--- src/rtl/gcd_pkg.sv ---
// Shared types and defaults for the subtract-based Euclid GCD engine.
package gcd_pkg;

    localparam int DEF_WIDTH  = 8;
    localparam int DEF_ITER_W = 8;

    typedef enum logic [1:0] {
        ST_IDLE = 2'd0,
        ST_CALC = 2'd1,
        ST_DONE = 2'd2
    } state_t;

endpackage

--- src/rtl/gcd_if.sv ---
// Operand and result handshakes between host, GCD engine and result consumer.
interface gcd_if
    import gcd_pkg::*;
#(
    parameter int WIDTH  = DEF_WIDTH,
    parameter int ITER_W = DEF_ITER_W
) ();

    logic              in_valid;
    logic              in_ready;
    logic [WIDTH-1:0]  x_in;
    logic [WIDTH-1:0]  y_in;
    logic              abort;
    logic              out_valid;
    logic              out_ready;
    logic [WIDTH-1:0]  gcd_out;
    logic [ITER_W-1:0] iter_out;
    logic              zero_err;

    modport master (
        output in_valid, x_in, y_in, abort, out_ready,
        input  in_ready, out_valid, gcd_out, iter_out, zero_err
    );

    modport slave (
        input  in_valid, x_in, y_in, abort, out_ready,
        output in_ready, out_valid, gcd_out, iter_out, zero_err
    );

endinterface

--- src/rtl/gcd_datapath.sv ---
// X/Y operand registers with comparator flags and one shared subtractor
// that always computes larger-minus-smaller.
module gcd_datapath #(
    parameter int WIDTH = 8
) (
    input  logic             clk,
    input  logic             reset,
    input  logic             load,
    input  logic             step,
    input  logic [WIDTH-1:0] x_in,
    input  logic [WIDTH-1:0] y_in,
    output logic [WIDTH-1:0] x,
    output logic [WIDTH-1:0] y,
    output logic             eq,
    output logic             lt,
    output logic             x_zero,
    output logic             y_zero
);

    logic [WIDTH-1:0] x_reg;
    logic [WIDTH-1:0] y_reg;
    logic [WIDTH-1:0] diff;

    assign eq     = (x_reg == y_reg);
    assign lt     = (x_reg < y_reg);
    assign x_zero = (x_reg == '0);
    assign y_zero = (y_reg == '0);

    // Operands swapped by lt so the result can never wrap.
    assign diff = lt ? (y_reg - x_reg) : (x_reg - y_reg);

    always_ff @(posedge clk or negedge reset) begin
        if (!reset) begin
            x_reg <= '0;
            y_reg <= '0;
        end else if (load) begin
            x_reg <= x_in;
            y_reg <= y_in;
        end else if (step) begin
            if (lt) begin
                y_reg <= diff;
            end else begin
                x_reg <= diff;
            end
        end
    end

    assign x = x_reg;
    assign y = y_reg;

endmodule

--- src/rtl/gcd_engine.sv ---
// Euclid GCD engine: accepts an operand pair, subtracts until done and
// returns GCD, subtraction count and zero-operand flag with back-pressure.
module gcd_engine
    import gcd_pkg::*;
#(
    parameter int WIDTH  = DEF_WIDTH,
    parameter int ITER_W = DEF_ITER_W
) (
    input logic  clk,
    input logic  reset,
    gcd_if.slave bus
);

    state_t            state_reg;
    logic [ITER_W-1:0] iter_reg;
    logic [WIDTH-1:0]  gcd_reg;
    logic [ITER_W-1:0] iter_out_reg;
    logic              zero_err_reg;
    logic              out_valid_reg;
    logic              in_ready_reg;

    logic [WIDTH-1:0]  x;
    logic [WIDTH-1:0]  y;
    logic              eq;
    logic              lt;
    logic              x_zero;
    logic              y_zero;
    logic              load;
    logic              step;

    assign load = (state_reg == ST_IDLE) && bus.in_valid && in_ready_reg;
    assign step = (state_reg == ST_CALC) && !bus.abort && !x_zero && !y_zero && !eq;

    gcd_datapath #(.WIDTH(WIDTH)) u_datapath (
        .clk    (clk),
        .reset  (reset),
        .load   (load),
        .step   (step),
        .x_in   (bus.x_in),
        .y_in   (bus.y_in),
        .x      (x),
        .y      (y),
        .eq     (eq),
        .lt     (lt),
        .x_zero (x_zero),
        .y_zero (y_zero)
    );

    always_ff @(posedge clk or negedge reset) begin
        if (!reset) begin
            state_reg     <= ST_IDLE;
            iter_reg      <= '0;
            gcd_reg       <= '0;
            iter_out_reg  <= '0;
            zero_err_reg  <= 1'b0;
            out_valid_reg <= 1'b0;
            in_ready_reg  <= 1'b0;
        end else begin
            case (state_reg)
                ST_IDLE: begin
                    if (load) begin
                        iter_reg     <= '0;
                        zero_err_reg <= 1'b0;
                        in_ready_reg <= 1'b0;
                        state_reg    <= ST_CALC;
                    end else begin
                        in_ready_reg <= 1'b1;
                    end
                end
                ST_CALC: begin
                    if (bus.abort) begin
                        in_ready_reg <= 1'b1;
                        state_reg    <= ST_IDLE;
                    end else if (x_zero || y_zero || eq) begin
                        // Covers 0/0 (gcd 0, flagged), one zero operand, and X==Y.
                        if (x_zero && y_zero) begin
                            gcd_reg      <= '0;
                            zero_err_reg <= 1'b1;
                        end else if (x_zero) begin
                            gcd_reg <= y;
                        end else begin
                            gcd_reg <= x;
                        end
                        iter_out_reg  <= iter_reg;
                        out_valid_reg <= 1'b1;
                        state_reg     <= ST_DONE;
                    end else begin
                        iter_reg <= iter_reg + {{(ITER_W-1){1'b0}}, 1'b1};
                    end
                end
                ST_DONE: begin
                    if (bus.out_ready) begin
                        out_valid_reg <= 1'b0;
                        in_ready_reg  <= 1'b1;
                        state_reg     <= ST_IDLE;
                    end
                end
                default: begin
                    out_valid_reg <= 1'b0;
                    in_ready_reg  <= 1'b0;
                    state_reg     <= ST_IDLE;
                end
            endcase
        end
    end

    assign bus.in_ready  = in_ready_reg;
    assign bus.out_valid = out_valid_reg;
    assign bus.gcd_out   = gcd_reg;
    assign bus.iter_out  = iter_out_reg;
    assign bus.zero_err  = zero_err_reg;

endmodule

--- src/flat_wrapper.sv ---
// flat-port wrapper written by rule: the top's interface ports become plain ports
module gcd_engine_flat import gcd_pkg::*;
#(
    parameter int WIDTH  = DEF_WIDTH,
    parameter int ITER_W = DEF_ITER_W
)
  (clk, reset, bus_in_valid, bus_x_in, bus_y_in, bus_abort, bus_out_ready, bus_in_ready, bus_out_valid, bus_gcd_out, bus_iter_out, bus_zero_err);
  gcd_if #(.WIDTH(WIDTH), .ITER_W(ITER_W)) bus_i ();
  input logic clk;
  input logic reset;
  input wire logic [$bits(bus_i.in_valid)-1:0] bus_in_valid;
  input wire logic [$bits(bus_i.x_in)-1:0] bus_x_in;
  input wire logic [$bits(bus_i.y_in)-1:0] bus_y_in;
  input wire logic [$bits(bus_i.abort)-1:0] bus_abort;
  input wire logic [$bits(bus_i.out_ready)-1:0] bus_out_ready;
  output wire logic [$bits(bus_i.in_ready)-1:0] bus_in_ready;
  output wire logic [$bits(bus_i.out_valid)-1:0] bus_out_valid;
  output wire logic [$bits(bus_i.gcd_out)-1:0] bus_gcd_out;
  output wire logic [$bits(bus_i.iter_out)-1:0] bus_iter_out;
  output wire logic [$bits(bus_i.zero_err)-1:0] bus_zero_err;
  assign bus_i.in_valid = bus_in_valid;
  assign bus_i.x_in = bus_x_in;
  assign bus_i.y_in = bus_y_in;
  assign bus_i.abort = bus_abort;
  assign bus_i.out_ready = bus_out_ready;
  assign bus_in_ready = bus_i.in_ready;
  assign bus_out_valid = bus_i.out_valid;
  assign bus_gcd_out = bus_i.gcd_out;
  assign bus_iter_out = bus_i.iter_out;
  assign bus_zero_err = bus_i.zero_err;
  gcd_engine #(.WIDTH(WIDTH), .ITER_W(ITER_W)) u_core (.clk(clk), .reset(reset), .bus(bus_i));
endmodule
--- config.mk ---
export PLATFORM = sky130hd
export DESIGN_NAME = gcd_engine_flat
export DESIGN_NICKNAME = d
export VERILOG_FILES = /design/src/rtl/gcd_pkg.sv /design/src/rtl/gcd_if.sv /design/src/rtl/gcd_datapath.sv /design/src/rtl/gcd_engine.sv /design/src/flat_wrapper.sv
export SDC_FILE = /design/constraint.sdc
export NUM_CORES = 1
export LEC_CHECK = 0
export ABC_AREA = 0
export CORE_MARGIN = 3
export CORE_UTILIZATION = 45
export CTS_CLUSTER_SIZE = 28
export DETAILED_ROUTE_END_ITERATION = 8
export HOLD_SLACK_MARGIN = 0.02
export PLACE_DENSITY = 0.67
export SLEW_MARGIN = 30
export SYNTH_ARGS = -nofsm -noshare
export SYNTH_HDL_FRONTEND = slang
export SYNTH_SLANG_ARGS = --single-unit
--- constraint.sdc ---
create_clock -name clk -period 4.2 [get_ports clk]
set_input_delay 0.42 -clock clk [delete_from_list [all_inputs] [get_ports clk]]
set_output_delay 0.42 -clock clk [all_outputs]
set_load 0.05 [all_outputs]
* Word-level counts from Yosys, hierarchy flattened
Cells that the tools add are included.
Cells by class: reductions and logical operators 27, add/subtract/negate cells 3, muxes and demuxes 31, bitwise operators 2, order comparisons 1, equality and inequality tests 12
Operators by type and width (number):
- $mux 8 | 12
- $logic_not 8->1 | 2
- $pmux 8 s2 | 1
- $sub 8x8->8 | 2
- $ne 2x2->1 const B | 6
- $mux 1 | 10
- $add 8x1->8 const B | 1
- $eq 8x8->1 | 1
- $lt 8x8->1 | 1
- $mux 2 | 4
- $reduce_and 4->1 | 2
- $logic_and 1x1->1 | 7
- $pmux 1 s3 | 2
- $pmux 2 s3 | 1
- $reduce_and 2->1 | 3
- $reduce_and 3->1 | 2
- $reduce_bool 2->1 | 3
- $reduce_and 5->1 | 1
- $logic_not 1->1 | 4
- $ne 2x1->1 const B | 2
- $ne 3x3->1 const B | 1
- $eq 2x1->1 const B | 1
- $eq 2x2->1 const B | 1
- $logic_not 2->1 | 1
- other kinds (3) | 5
Word-level totals: bits of input ports 21, bits in registers 45, logic and storage cells 85

* Depth between registers and ports, before layout
depth in word-level cells 7, depth in mapped cells 11, depth with buffers taken out 9

* By module
A second synthesis with hierarchy kept.
Second synthesis, totals: cells, all modules 331, area, all modules 3125.5 µm²
By module, submodules not included:
- gcd_datapath | sequential area each 400.4 µm², cells each 189, instances 1, area an instance 1642.8 µm²
- gcd_engine | sequential area each 725.7 µm², cells each 142, instances 1, area an instance 1482.7 µm²

* Worst setup path before layout
Ideal clock, no wire load.
path kind register -> register, start point register u_core.u_datapath.x_reg[4], in the netlist u_core.u_datapath.x[4], end point register u_core.u_datapath.x_reg[0], in the netlist u_core.u_datapath.x[0], cell stages (with the launch flop) 12, arrival time 2.154 ns, path slack 1.920 ns, required time 4.074 ns, path through dfrtp_1 -> inv_1 -> ha_1 -> buf_2 -> nand4_2 -> nor2_1 -> or3_1 -> buf_6 -> nor3_4 -> buf_6 -> nor3_1 -> a221o_1
On the way: cells in the longest elaborated chain, start to end 7, elaborated cells between the ends (all ways) 15, those cells by class order compare: 1; eq/ne: 2; mux: 4; reduce/logical: 8
Ends and longest elaborated chain:
- from (decl) | RTL line gcd_datapath.sv:20 | logic [WIDTH-1:0] x_reg;
- from (signal assigned) | RTL line gcd_datapath.sv:37 | x_reg <= x_in;
- from (signal assigned) | RTL line gcd_datapath.sv:43 | x_reg <= diff;
- parallel branches: the longest is 7 deep, another holds $lt 8x8->1
Parallel ways; which one is timed is not known. The select of a mux whose other input is x is not followed. A chain may end at the register's enable or synchronous reset.

* Worst setup path in the final report
start point register u_core.u_datapath.x_reg[2], in the netlist u_core.u_datapath.x[2], end point register u_core.iter_out_reg[1], in the netlist u_core.bus.iter_out[1]
On the way: cells in the longest elaborated chain, start to end 4, elaborated cells between the ends (all ways) 5, those cells by class eq/ne: 1; reduce/logical: 4
Ends and longest elaborated chain:
- $logic_not 8->1 | RTL line gcd_datapath.sv:26 | assign x_zero = (x_reg == '0);
- $logic_or 1x1->1 | RTL line gcd_engine.sv:74 | end else if (x_zero || y_zero || eq) begin
- $logic_or 1x1->1 * | RTL line gcd_engine.sv:74
- $reduce_and 3->1 (no source line) *
- to (signal assigned) | RTL line gcd_engine.sv:84 | iter_out_reg <= iter_reg;
- to (decl) | RTL line gcd_engine.sv:17 | logic [ITER_W-1:0] iter_out_reg;
Every way passes the cells marked *; elsewhere a longest branch is shown, timed or not.

==> results.sh <==
export IMPL_synthTopCellsByArea="sky130_fd_sc_hd__dfrtp_1 38%, sky130_fd_sc_hd__ha_1 9.7%, sky130_fd_sc_hd__a21oi_1 4.4%, sky130_fd_sc_hd__o21ai_0 4.0%, sky130_fd_sc_hd__nand2_1 3.7%"
export IMPL_power_share_sequential_pct=26.0
export IMPL_num_antenna_cells=0
export IMPL_cts_setup_buffers=0
export IMPL_power_density_mw_per_mm2=834
export IMPL_antenna_found_initial=0
export IMPL_power_frac_comb_pct=63.9
export IMPL_drtIter0Drc=125
export IMPL_min_period_over_period_pct=71.5
export IMPL_dpl_worst_slack_ns=1.24
export IMPL_synth_edff_count=0
export IMPL_netSwitchingPower_mw=1.43
export IMPL_final_setup_viol_count=0
export IMPL_clock_skew_final_ns=0.00685
export IMPL_hold_path_class="input port to async pin"
export IMPL_post_route_min_period_ns=3.00
export IMPL_ys_warn_count=0
export IMPL_worst_slew_pin_slew_ns=0.875
export IMPL_crit_chain="or4_1, nor2_1, or3_1, nand2_4, mux2_4"
export IMPL_cp_arrival_ns=3.20
export IMPL_postSynthCellCount=312
export IMPL_grt_start_max_net_pins=46
export IMPL_relative_slew_margins_pct=41.5
export IMPL_drt_first_pass_iters=4
export IMPL_layoutNonFillerInstCount=421
export IMPL_gp_routability_congestion=0.895
export IMPL_clkSinkCount=45
export IMPL_regToRegEndpoint="u_core.bus.iter_out[1]"
export IMPL_cts_made_buffers=5
export IMPL_number_of_global_route_vias_before_repair=2146
export IMPL_max_clock_freq_mhz=333
export IMPL_clk_path_buf_depth=2
export IMPL_numPortBuffers=39
export IMPL_outcome="finished, final reports clean"
export IMPL_postLayoutSetupSlackWorst_ns=1.20
export IMPL_post_drt_via_cell_ratio=5.60
export IMPL_drt_drc_violations_left=0
export IMPL_syn2layout_area_growth_pct=16.6
export IMPL_worst_r2r_path_depth=5
export IMPL_intPower_mw=1.46
export IMPL_syn_mean_instance_area_um2=9.54
export IMPL_clock_latency_at_the_later_pin_of_the_worst_skew_pair_ns=0.31
export IMPL_timing_hold_violations_final=0
export IMPL_routed_via_count=2357
export IMPL_synth_top_cell_by_area="sky130_fd_sc_hd__dfrtp_1"
export IMPL_final_util_pct=54.3
export IMPL_ctsHtreeMaxLevel=2
export IMPL_top_level_ports=40
export IMPL_timing_critical_path_slowest_stage_cell="sky130_fd_sc_hd__nor2_1"
export IMPL_async_reset_ff_share_pct=100
export IMPL_synth_seq_cells=45
export IMPL_setup_tns_ns=0
export IMPL_cts_hold_buf=0
export IMPL_max_stage_delay_ns=0.71
export IMPL_post_route_cell_area_mm2=0.00347
export IMPL_post_synthesis_instance_area_mm2=0.00298
export IMPL_cp_num_cells=5
export IMPL_drive_gt1_share_pct=10.5
export IMPL_fp_dieArea_mm2=0.00763
export IMPL_rows=29
export IMPL_num_nets_final=389
export IMPL_detailed_place_area_mm2=0.00338
export IMPL_report_final_slew_viol_count=0
export IMPL_timing_critical_path_required_ns=4.40
export IMPL_leakage_nw=1.54
export IMPL_grt_setup_unrepaired="false"
export IMPL_number_of_gates_resized_after_cts=0
export IMPL_post_drt_wl_per_cell_um=16.2
export IMPL_maxCapViolCount=0
export IMPL_synth_top_area_share_pct=37.8
export IMPL_grt_remaining_overflow=0
export IMPL_totalPowerFinal_mw=2.89
export IMPL_clkSlewWorstSetupHoldPaths_ns=0.10
export IMPL_cts_tree="yes"
export IMPL_largest_fanout_of_any_net_on_the_critical_path=25
export IMPL_clock_power_share_pct=10.0
export IMPL_track_usage_pct=18.8
export IMPL_crit_start="u_core.u_datapath.x[2]"
export IMPL_synth_cell_type_count=54
export IMPL_critPathTopFamily="simple AND/OR/NAND/NOR gates"
export IMPL_critical_path_endpoint_type="flip-flop"
export IMPL_timing_worst_setup_path_type="flip-flop to flip-flop"
export IMPL_grt_first_pass_wirelength_um=11100
export IMPL_cts_root_buffer_cell="sky130_fd_sc_hd__clkbuf_8"
export IMPL_syn_nets=358
export IMPL_post_route_worst_hold_slack_ns=0.103
export IMPL_critical_path_endpoint="u_core.bus.iter_out[1]"
export IMPL_power_switching_fraction_pct=49.6
export IMPL_wl_um=6800
export IMPL_crit_buf_inv=0
export IMPL_fp_coreArea_mm2=0.00639
export IMPL_place_inst=413
export IMPL_worst_r2r_startpoint="u_core.u_datapath.x[2]"
export IMPL_die_height_um=87.3
export IMPL_r2r_setup_slack_ns=1.20
export IMPL_worstSetupStartpointType="flip-flop"
export IMPL_final_antenna_net_count=0
export IMPL_detailed_place_hpwl_um=5050
export IMPL_ys_seq_area_share_pct=37.8
export IMPL_die_width_um=87.3
export IMPL_peakVddDrop_mv=0.371
export IMPL_most_used_flip_flop_cell_after_synthesis="sky130_fd_sc_hd__dfrtp_1"
export IMPL_start_util_pct=46.6
## power by group through the flow
stage,Sequential [mW],Clock [mW],Combinational [mW]
floorplan,0.864,0,1.29
global placement,0.751,0,1.83
detailed placement,0.762,0,1.83
CTS,0.754,0.300,1.84
global route,0.776,0.318,2.03
finish,0.754,0.291,1.85
## cell families (layout without fill, tap and decap cells)
family | Yosys count | after routing | synth area share, %
mux | 14 | 14 | 5.63
flops | 45 | 45 | 37.8
buf+inv | 35 | 67 | 5.50
fa+ha+maj | 25 | 25 | 11.0
xor+xnor | 10 | 10 | 2.94
compound gates | 87 | 87 | 18.4
simple gates | 96 | 96 | 18.7
## worst register-to-register path, stage by stage, from the launching register on
cell	delay (ns)
sky130_fd_sc_hd__dfrtp_1	0.47
sky130_fd_sc_hd__or4_1	0.60
sky130_fd_sc_hd__nor2_1	0.71
sky130_fd_sc_hd__or3_1	0.48
sky130_fd_sc_hd__nand2_4	0.27
sky130_fd_sc_hd__mux2_4	0.37
## cells in the final DEF (no fill, tap or decap), types with 3 or more instances in the layout
| cell type | synthesis | layout |
|---|---|---|
| sky130_fd_sc_hd__a21oi_1 | 26 | 26 |
| sky130_fd_sc_hd__clkbuf_8 | 0 | 5 |
| sky130_fd_sc_hd__clkdlybuf4s50_1 | 0 | 38 |
| sky130_fd_sc_hd__dfrtp_1 | 45 | 45 |
| sky130_fd_sc_hd__ha_1 | 23 | 23 |
| sky130_fd_sc_hd__inv_1 | 19 | 19 |
| sky130_fd_sc_hd__mux2_2 | 6 | 6 |
| sky130_fd_sc_hd__mux2_4 | 4 | 4 |
| sky130_fd_sc_hd__mux2i_1 | 4 | 4 |
| sky130_fd_sc_hd__nand2_1 | 29 | 29 |
| sky130_fd_sc_hd__nand2b_1 | 3 | 3 |
| sky130_fd_sc_hd__nand3_1 | 5 | 5 |
| sky130_fd_sc_hd__nand3b_1 | 3 | 3 |
| sky130_fd_sc_hd__nand4_1 | 7 | 7 |
| sky130_fd_sc_hd__nor2_1 | 22 | 22 |
| sky130_fd_sc_hd__nor2b_1 | 6 | 6 |
| sky130_fd_sc_hd__o21a_1 | 6 | 6 |
| sky130_fd_sc_hd__o21ai_0 | 24 | 24 |
| sky130_fd_sc_hd__o21ai_1 | 3 | 3 |
| sky130_fd_sc_hd__o31a_1 | 4 | 4 |
| sky130_fd_sc_hd__o31ai_1 | 3 | 3 |
| sky130_fd_sc_hd__or4_1 | 3 | 3 |
| sky130_fd_sc_hd__xnor2_1 | 3 | 3 |
| sky130_fd_sc_hd__xor2_1 | 7 | 7 |
## routing by layer
layer / global-route usage (%) / vias up / wire, µm
met5: 0 / - / 0
met2: 27.7 / 60 / 3090
met1: 27.9 / 1124 / 3280
met3: 3.78 / 8 / 350
li1: - / 1165 / -
met4: 5.02 / 0 / 81
## worst min path at each step
stage,cells after the start,from,slack [ns],endpoint
detailed placement,1,reset,0.47,u_core.bus.iter_out[4]
floorplan,0,reset,0.12,u_core.bus.gcd_out[0]
global placement,2,u_core.bus.gcd_out[5],0.46,u_core.bus.gcd_out[5]
CTS,1,reset,0.13,u_core.bus.iter_out[4]
global route,1,reset,0.13,u_core.bus.iter_out[5]
finish,1,reset,0.10,u_core.bus.iter_out[4]
## cells in the mapped netlist (all sizes together), types with 5 or more instances
library cell	number
o21ai	29
xor2	7
a21oi	26
nand2	30
inv	19
dfrtp	45
nand3	5
nor2	23
ha	23
buf	11
nor2b	6
clkbuf	5
o21a	6
nand4	8
or4	5
mux2	10
## layout make-up
type                       count  area, µm²
inverter                      19       71.3
multi-input combinational    232       1690
clock inverter                 3       25.0
tap                           77       96.3
fill                         595       2920
sequential                    45       1130
clock buffer                   5       68.8
timing repair buffer          40        395
Note: power is estimated with default switching activity, not from simulation.
